==> config.mk <==
export PLATFORM = sky130hd
export DESIGN_NAME = generic_1clk_fifo_param
export DESIGN_NICKNAME = d
export VERILOG_FILES = /design/src/rtl/generic_1clk_fifo_param.sv
export SDC_FILE = /design/constraint.sdc
export NUM_CORES = 1
export LEC_CHECK = 0
export BUFFER_PORTS_ARGS = -buffer_cell sky130_fd_sc_hd__buf_2
export CAP_MARGIN = 10
export CORE_MARGIN = 2
export CORE_UTILIZATION = 35
export DETAILED_ROUTE_END_ITERATION = 8
export GPL_TIMING_DRIVEN = 1
export HOLD_SLACK_MARGIN = 0.03
export MAX_ROUTING_LAYER = met4
export PLACE_DENSITY = 0.61
export SETUP_SLACK_MARGIN = 0.5
export SLEW_MARGIN = 20
export SYNTH_ARGS = -nofsm -noshare
export SYNTH_HDL_FRONTEND = slang
export SYNTH_SLANG_ARGS = --single-unit
==> constraint.sdc <==
create_clock -name clk -period 4.4 [get_ports clk]
set_input_delay 0.44 -clock clk [delete_from_list [all_inputs] [get_ports clk]]
set_output_delay 0.44 -clock clk [all_outputs]
set_load 0.01 [all_outputs]
==> src/rtl/generic_1clk_fifo_param.sv <==
// generic_1clk_fifo_param
// Single-clock FIFO over a register array. Depth may be any value >= 2 and
// need not be a power of two. Pointers wrap by compare, and occupancy is kept
// in a separate counter. Status flags are registered and follow the
// occupancy value produced by the same clock edge.
// Optional feature macro: GENERIC_1CLK_FIFO_FWFT_EN selects a
// first-word-fall-through read port. By default the read port is registered
// with a latency of one cycle.
module generic_1clk_fifo_param #(
  parameter int PTR_WIDTH      = 3,
  parameter int NUM_OF_ENTRIES = 6,
  parameter int DAT_WIDTH      = 32
) (
  input  logic                 clk,
  input  logic                 sreset,
  input  logic                 flush,
  input  logic                 wr_op,
  input  logic [DAT_WIDTH-1:0] wr_data,
  input  logic                 rd_op,
  output logic [DAT_WIDTH-1:0] rd_data,
  output logic                 rd_valid,
  output logic                 full,
  output logic                 empty,
  output logic                 afull,
  output logic                 aempty,
  input  logic [PTR_WIDTH:0]   afull_thr,
  input  logic [PTR_WIDTH:0]   aempty_thr,
  output logic [PTR_WIDTH:0]   entry_used,
  output logic                 full_err,
  output logic                 empty_err,
  input  logic                 err_clr
);

  localparam logic [PTR_WIDTH-1:0] LAST_IDX = PTR_WIDTH'(NUM_OF_ENTRIES - 1);
  localparam logic [PTR_WIDTH:0]   MAX_CNT  = (PTR_WIDTH + 1)'(NUM_OF_ENTRIES);

  // Reject configurations whose pointers cannot address every entry.
  generate
    if (NUM_OF_ENTRIES < 2 || NUM_OF_ENTRIES > (1 << PTR_WIDTH)) begin : g_bad_cfg
      $error("generic_1clk_fifo_param: need 2 <= NUM_OF_ENTRIES <= 2**PTR_WIDTH");
    end
  endgenerate

  logic [DAT_WIDTH-1:0] mem [NUM_OF_ENTRIES];

  logic [PTR_WIDTH-1:0] wr_ptr, rd_ptr, wr_ptr_nxt, rd_ptr_nxt;
  logic [PTR_WIDTH:0]   cnt_nxt;
  logic                 wr_acc, rd_acc, full_err_set, empty_err_set;

  // Accept/reject decisions and next pointer and occupancy values.
  // When the FIFO is full, a write paired with a read is accepted because
  // the read frees the slot in the same edge. Flush suppresses every
  // operation and every error in its cycle.
  always_comb begin
    rd_acc        = rd_op & ~empty & ~flush;
    wr_acc        = wr_op & (~full | rd_op) & ~flush;
    full_err_set  = wr_op & full & ~rd_op & ~flush;
    empty_err_set = rd_op & empty & ~flush;

    wr_ptr_nxt = wr_ptr;
    rd_ptr_nxt = rd_ptr;
    cnt_nxt    = entry_used;
    if (flush) begin
      wr_ptr_nxt = '0;
      rd_ptr_nxt = '0;
      cnt_nxt    = '0;
    end else begin
      if (wr_acc) wr_ptr_nxt = (wr_ptr == LAST_IDX) ? '0 : wr_ptr + 1'b1;
      if (rd_acc) rd_ptr_nxt = (rd_ptr == LAST_IDX) ? '0 : rd_ptr + 1'b1;
      case ({wr_acc, rd_acc})
        2'b10:   cnt_nxt = entry_used + 1'b1;
        2'b01:   cnt_nxt = entry_used - 1'b1;
        default: cnt_nxt = entry_used;
      endcase
    end
  end

  // Pointers, occupancy and registered status flags.
  always_ff @(posedge clk) begin
    if (sreset) begin
      wr_ptr     <= '0;
      rd_ptr     <= '0;
      entry_used <= '0;
      full       <= 1'b0;
      empty      <= 1'b1;
      afull      <= (afull_thr == '0);
      aempty     <= 1'b1;
    end else begin
      wr_ptr     <= wr_ptr_nxt;
      rd_ptr     <= rd_ptr_nxt;
      entry_used <= cnt_nxt;
      full       <= (cnt_nxt == MAX_CNT);
      empty      <= (cnt_nxt == '0);
      afull      <= (cnt_nxt >= afull_thr);
      aempty     <= (cnt_nxt <= aempty_thr);
    end
  end

  // Storage is not reset, but a write is never committed while in reset.
  always_ff @(posedge clk) begin
    if (!sreset && wr_acc) mem[wr_ptr] <= wr_data;
  end

  // Sticky errors. A new error in the same cycle takes priority over a clear.
  always_ff @(posedge clk) begin
    if (sreset) begin
      full_err  <= 1'b0;
      empty_err <= 1'b0;
    end else begin
      if (full_err_set)       full_err <= 1'b1;
      else if (err_clr)       full_err <= 1'b0;
      if (empty_err_set)      empty_err <= 1'b1;
      else if (err_clr)       empty_err <= 1'b0;
    end
  end

`ifdef GENERIC_1CLK_FIFO_FWFT_EN
  // The head word is presented directly, and rd_op only acknowledges the pop.
  assign rd_data  = mem[rd_ptr];
  assign rd_valid = ~empty;
`else
  // Registered read port: the word appears one cycle after the pop and is
  // held until the next accepted read.
  always_ff @(posedge clk) begin
    if (sreset) begin
      rd_data  <= '0;
      rd_valid <= 1'b0;
    end else begin
      rd_valid <= rd_acc;
      if (rd_acc) rd_data <= mem[rd_ptr];
    end
  end
`endif

endmodule

# After elaboration in Yosys (flattened, before gate mapping)
# Memory sizes are Yosys's and may differ from the RTL's. A register that Yosys moved wholly into a read port is not among the register bits.
# Index checks and enable logic that the tools add are counted.
# W data, S select, Z words.
# classes
n_addsub	4
n_lt_le_gt_ge	2
eq_ne	5
muxes	10
bitwise	14
reduce_logical	7
# ops
op	n
$and A1 B1 Y1	9
$logic_not A4 Y1	2
$pmux W4 S2	1
$add A3 B1 Y3 const B	2
$eq A3 B3 Y1 const B	2
$mux W1	6
$mux W3	2
$add A4 B1 Y4 const B	1
$eq A4 B3 Y1 const B	1
$ge A4 B4 Y1	1
$le A4 B4 Y1	1
$mux W4	1
$not A1 Y1	4
$reduce_bool A2 Y1	2
$sub A4 B1 Y4 const B	1
$eq A2 B1 Y1 const B	1
$eq A2 B2 Y1 const B	1
$reduce_or A2 Y1	1
$logic_and A1 B1 Y1	1
$logic_not A1 Y1	1
$or A1 B1 Y1	1
# word_totals
ff_bits	17
mem_bits_rw	192
out_inout_bits	43
memories	1
# memory_table
memory	depth	width	read_ports	rd_clocked_by_memory_dff	write_ports	line	source
mem	6	32	1	1	1	44	logic [DAT_WIDTH-1:0] mem [NUM_OF_ENTRIES];

# Longest topological paths before layout
# depth
ltp_word	9
depth_mapped	13
mapped_depth_nobuf	12

# Worst setup path after synthesis
# OpenSTA, ideal clock, no wires.
# synth_timing
path_kind	input to register
start	input port flush
end	memory mem[2][0], enable pin
setup_time_ps	502
arrival_time_ps	4068
slack_ps	-169
stages	4
path_buffers	1
path_cell_list	buf_6 > and2b_2 > o21ai_1 > nor4_1
# synth_via
elab_chain_cells	5
# synth_rtl
item	line	source
start: declaration	16	input logic flush,
$not A1 Y1	56	wr_acc = wr_op & (~full | rd_op) & ~flush;
$and A1 B1 Y1	56	
$logic_and A1 B1 Y1	101	if (!sreset && wr_acc) mem[wr_ptr] <= wr_data;
$mux W1	101	
$mux W1 (implied by the code)	101	
end: declaration	44	
# Every way passes these cells.

# Worst setup path in the final report
# layout_timing
start	register full
end	register aempty
# layout_via
elab_chain_cells	8
# layout_rtl
item	line	source
start: declaration	22	output logic full,
start signal: assignment	92	full <= (cnt_nxt == MAX_CNT);
$not A1 Y1 *	56	
$or A1 B1 Y1 *	56	
$and A1 B1 Y1 * (2 in series)	56	
$eq A2 B1 Y1 / $eq A2 B2 Y1 (equally long branches)	70	case ({wr_acc, rd_acc})
$pmux W4 S2 *	70	
$mux W4 *	63	if (flush) begin
via cnt_nxt[3]	47	logic [PTR_WIDTH:0] cnt_nxt;
$le A4 B4 Y1 *	95	aempty <= (cnt_nxt <= aempty_thr);
end signal: assignment	95	
end: declaration	25	output logic aempty,
# The timed path passes the listed nets; every way through them passes the cells marked *.
# A chain may end at the register's enable or synchronous reset.

==> flow_summary.ini <==
[synth]
ys.flop_type = edfxtp_1
yosysTopAreaCell = edfxtp_1
synthTopCellsByArea = edfxtp_1 (63%), dfxtp_1 (11%), mux4_2 (7.9%)
synthArstFlopShare = 0
synth.cells.most_frequent = edfxtp_1 (192), nor2_1 (51), dfxtp_1 (49)
synth-seq-cells = 241
synth_area_um2 = 9110
synth.top_cell.area_share = 0.633
synth_area_per_cell_um2 = 17.0
synth_cell_types = 43
netlist_instances = 536
yosys.cell_count.top_type = edfxtp_1
synth_edf_count = 192
yosys_warnings = 0
syn_nets = 592
ys_seq_area_frac = 0.740

[status]
status = completed

[grt]
antenna_found_initial = 2
overflow = 0
grt.total_usage = 0.158
use_met3 = 0.0272
grt_max_degree = 45
grt_pass1_vias = 5561
grt_pass1_wl_um = 31700
gr-usage-met2 = 0.284
grt_busiest_layer = met2
use_met1 = 0.186

[sta]
fmax_ghz = 0.329
setup_slack_ns = 1.36
period_share = 0.692
rsz0062_at_grt = false
final_hold_viol_count = 0
maxSlewViolCount = 0
worst_slew_pin_slew_ns = 0.982
fin_skew_ns = 0.0171
finalCriticalPeriod_ns = 3.04
slew_headroom = 0.346
finalSetupViolations = 0

[power_and_ir_drop]
p_leak_nw = 3.70
p_clk_frac = 0.443
peakVddDrop_uv = 188
combPwrFrac = 0.026
switching_share = 0.199
power_density_nw_per_um2 = 434
p_int_mw = 3.74
switchingPower_uw = 931
p_seq_frac = 0.531

[critical_path]
cpMostUsedCell = ha_1
path_max_fanout = 7
cpMaxStageDelayCell = o21ai_1
path_cells = inv_1, o21ai_1, ha_1, nor4b_1, a31o_1, xnor2_1, nor2_1, ha_1, a41oi_1, o21ai_0
crit_arrival_ns = 3.43
start_kind = register
slowest_delay_ns = 0.47
reg2regPathDepth = 10
r2r_end = aempty$_SDFF_PP1_
crit_start = full$_SDFF_PP0_
cp_num_buf_inv = 1
worst_setup_path_end_kind = register
cpLargestDelayFamily = compound AO/OA/AOI/OAI gates
criticalPathCategory = register to register
r2r-start = full$_SDFF_PP0_
regToRegSetupSlack_ns = 1.36
cp.required_ns = 4.79

[floorplanning]
die_w_um = 165
core_um2 = 25800
io_pins = 89
rows = 59
die-area_um2 = 27300
chipHeight_um = 165
start_util = 0.353

[placement]
dp_hpwl_um = 11800
portBuffers = 88
finalWeightedCongestion = 0.763
place_ws_ns = 1.04

[worst_hold_path]
whs_path_depth = 1
worstHoldStart = wr_data[10]
hold_end = mem[0][10]$_DFFE_PP_
hold_class = primary input to register

[clocking]
post_cts_resized = 0
clock_latency_ns = 0.52
numCtsBuffers = 25
cts.sinks = 241
cts_setup_buffers = 0
ctsHoldBuffers = 0
clk_path_buf_depth = 3
clockRootBuffer = clkbuf_16
cts_htree_levels = 1
cts_tree = built
cts.reportedPaths.clkPinSlew_ns = 0.06

[routing]
finalWirelength_um = 20300
first_pass_iters = 6
drc = 0
viasPerCell = 5.16
detail-route-antenna-nets = 0
post_drt_wl_per_cell_um = 20.6
vias = 5085
drtIter0Drc = 246

[cells_and_area]
nNetsFinal = 686
drive_gt1_frac = 0.291
post-route-util = 0.417
syn_to_final_growth_pct = 18.3

[job]
cap_violations = 0
per-stage QoR:
step | total power [mW] | hold slack, ns | area (µm²) | std cells | TNS (ns)
floorplan | 2.59 | 0.483 | 9110 | 536 | -10.83
global placement | 2.64 | 0.474 | 9940 | 937 | 0
detailed placement | 2.65 | 0.480 | 9960 | 938 | 0
CTS | 4.72 | 0.146 | 10800 | 984 | 0
global route | 4.82 | 0.151 | 10800 | 986 | 0
finish | 4.67 | 0.165 | 10800 | 986 | 0
state kept, by name, indices dropped and copies added (netlist names):
name	count
mem	192
rd_data	32
entry_used	4
rd_ptr	3
wr_ptr	3
aempty	1
afull	1
empty	1
empty_err	1
full	1
full_err	1
rd_valid	1
worst reg2reg max path, stage by stage, from the launching register on:
cell and delay (ns):
dfxtp_1 0.35, inv_1 0.05, o21ai_1 0.47, ha_1 0.40
nor4b_1 0.43, a31o_1 0.22, xnor2_1 0.20, nor2_1 0.14
ha_1 0.33, a41oi_1 0.22, o21ai_0 0.11
layout by cell type, fill, tap and decap left out, drive strengths merged, types with 2 or more instances in the layout:
cell type  instances
or2                2
dfxtp             49
clkinv            14
clkinvlp           2
buf               98
and2b              2
nor2b              3
mux4              32
bufinv             3
nand2              3
nor3               4
nand2b            37
nor4b              2
diode              2
mux2i              3
or3                2
edfxtp           192
o22ai             32
o21ai              3
nor2              51
clkbuf            26
a21oi              6
xor2               4
a22oi              2
nor3b              2
inv               15
ha                10
nor4               3
o32ai             32
a32oi              2
o21a               2
xnor2              4
how the worst max path moves through the flow:
stage	endpoint	slack, ns	cells past startpoint
after global placement	afull$_DFF_P_	1.14	12
after detailed placement	aempty$_SDFF_PP1_	1.04	11
after floorplan	mem[2][0]$_DFFE_PP_	-0.17	4
final	aempty$_SDFF_PP1_	1.36	10
after CTS	aempty$_SDFF_PP1_	1.41	10
after global routing	aempty$_SDFF_PP1_	1.14	10
logic make-up after synthesis:
| logic type | synth area share |
|---|---|
| DFF | 0.740 |
| and+or+nand+nor | 0.0671 |
| AOI/OAI and AO/OA | 0.0669 |
| buffers and inverters | 0.0218 |
| muxes | 0.0824 |
| adders and majority gates | 0.0137 |
| xor gates and xnor gates | 0.00769 |
power by group through the flow:
stage	registers [mW]	clock network [mW]	logic [mW]
6_report	2.48	2.07	0.122
5_1_grt	2.48	2.20	0.136
4_1_cts	2.48	2.11	0.123
3_5_place_dp	2.53	0	0.123
3_3_place_gp	2.53	0	0.114
2_1_floorplan	2.53	0	0.0564
area by class of cell:
type,count,area (µm²)
flip-flops and latches,241,6750
clock inverters,20,186
inverters,14,52.6
multi-input cells,250,2210
fillers,2322,15100
clock buffers,26,629
well taps,335,419
repair buffers,98,528
diodes,2,5.00
layer usage:
| metal | routed length (µm) | vias up |
|---|---|---|
| met5 | 0 | - |
| met4 | 346 | 0 |
| met3 | 1080 | 34 |
| met2 | 10600 | 134 |
| met1 | 8270 | 2603 |
| li1 | - | 2314 |
Power figures use the tool's default switching activity.
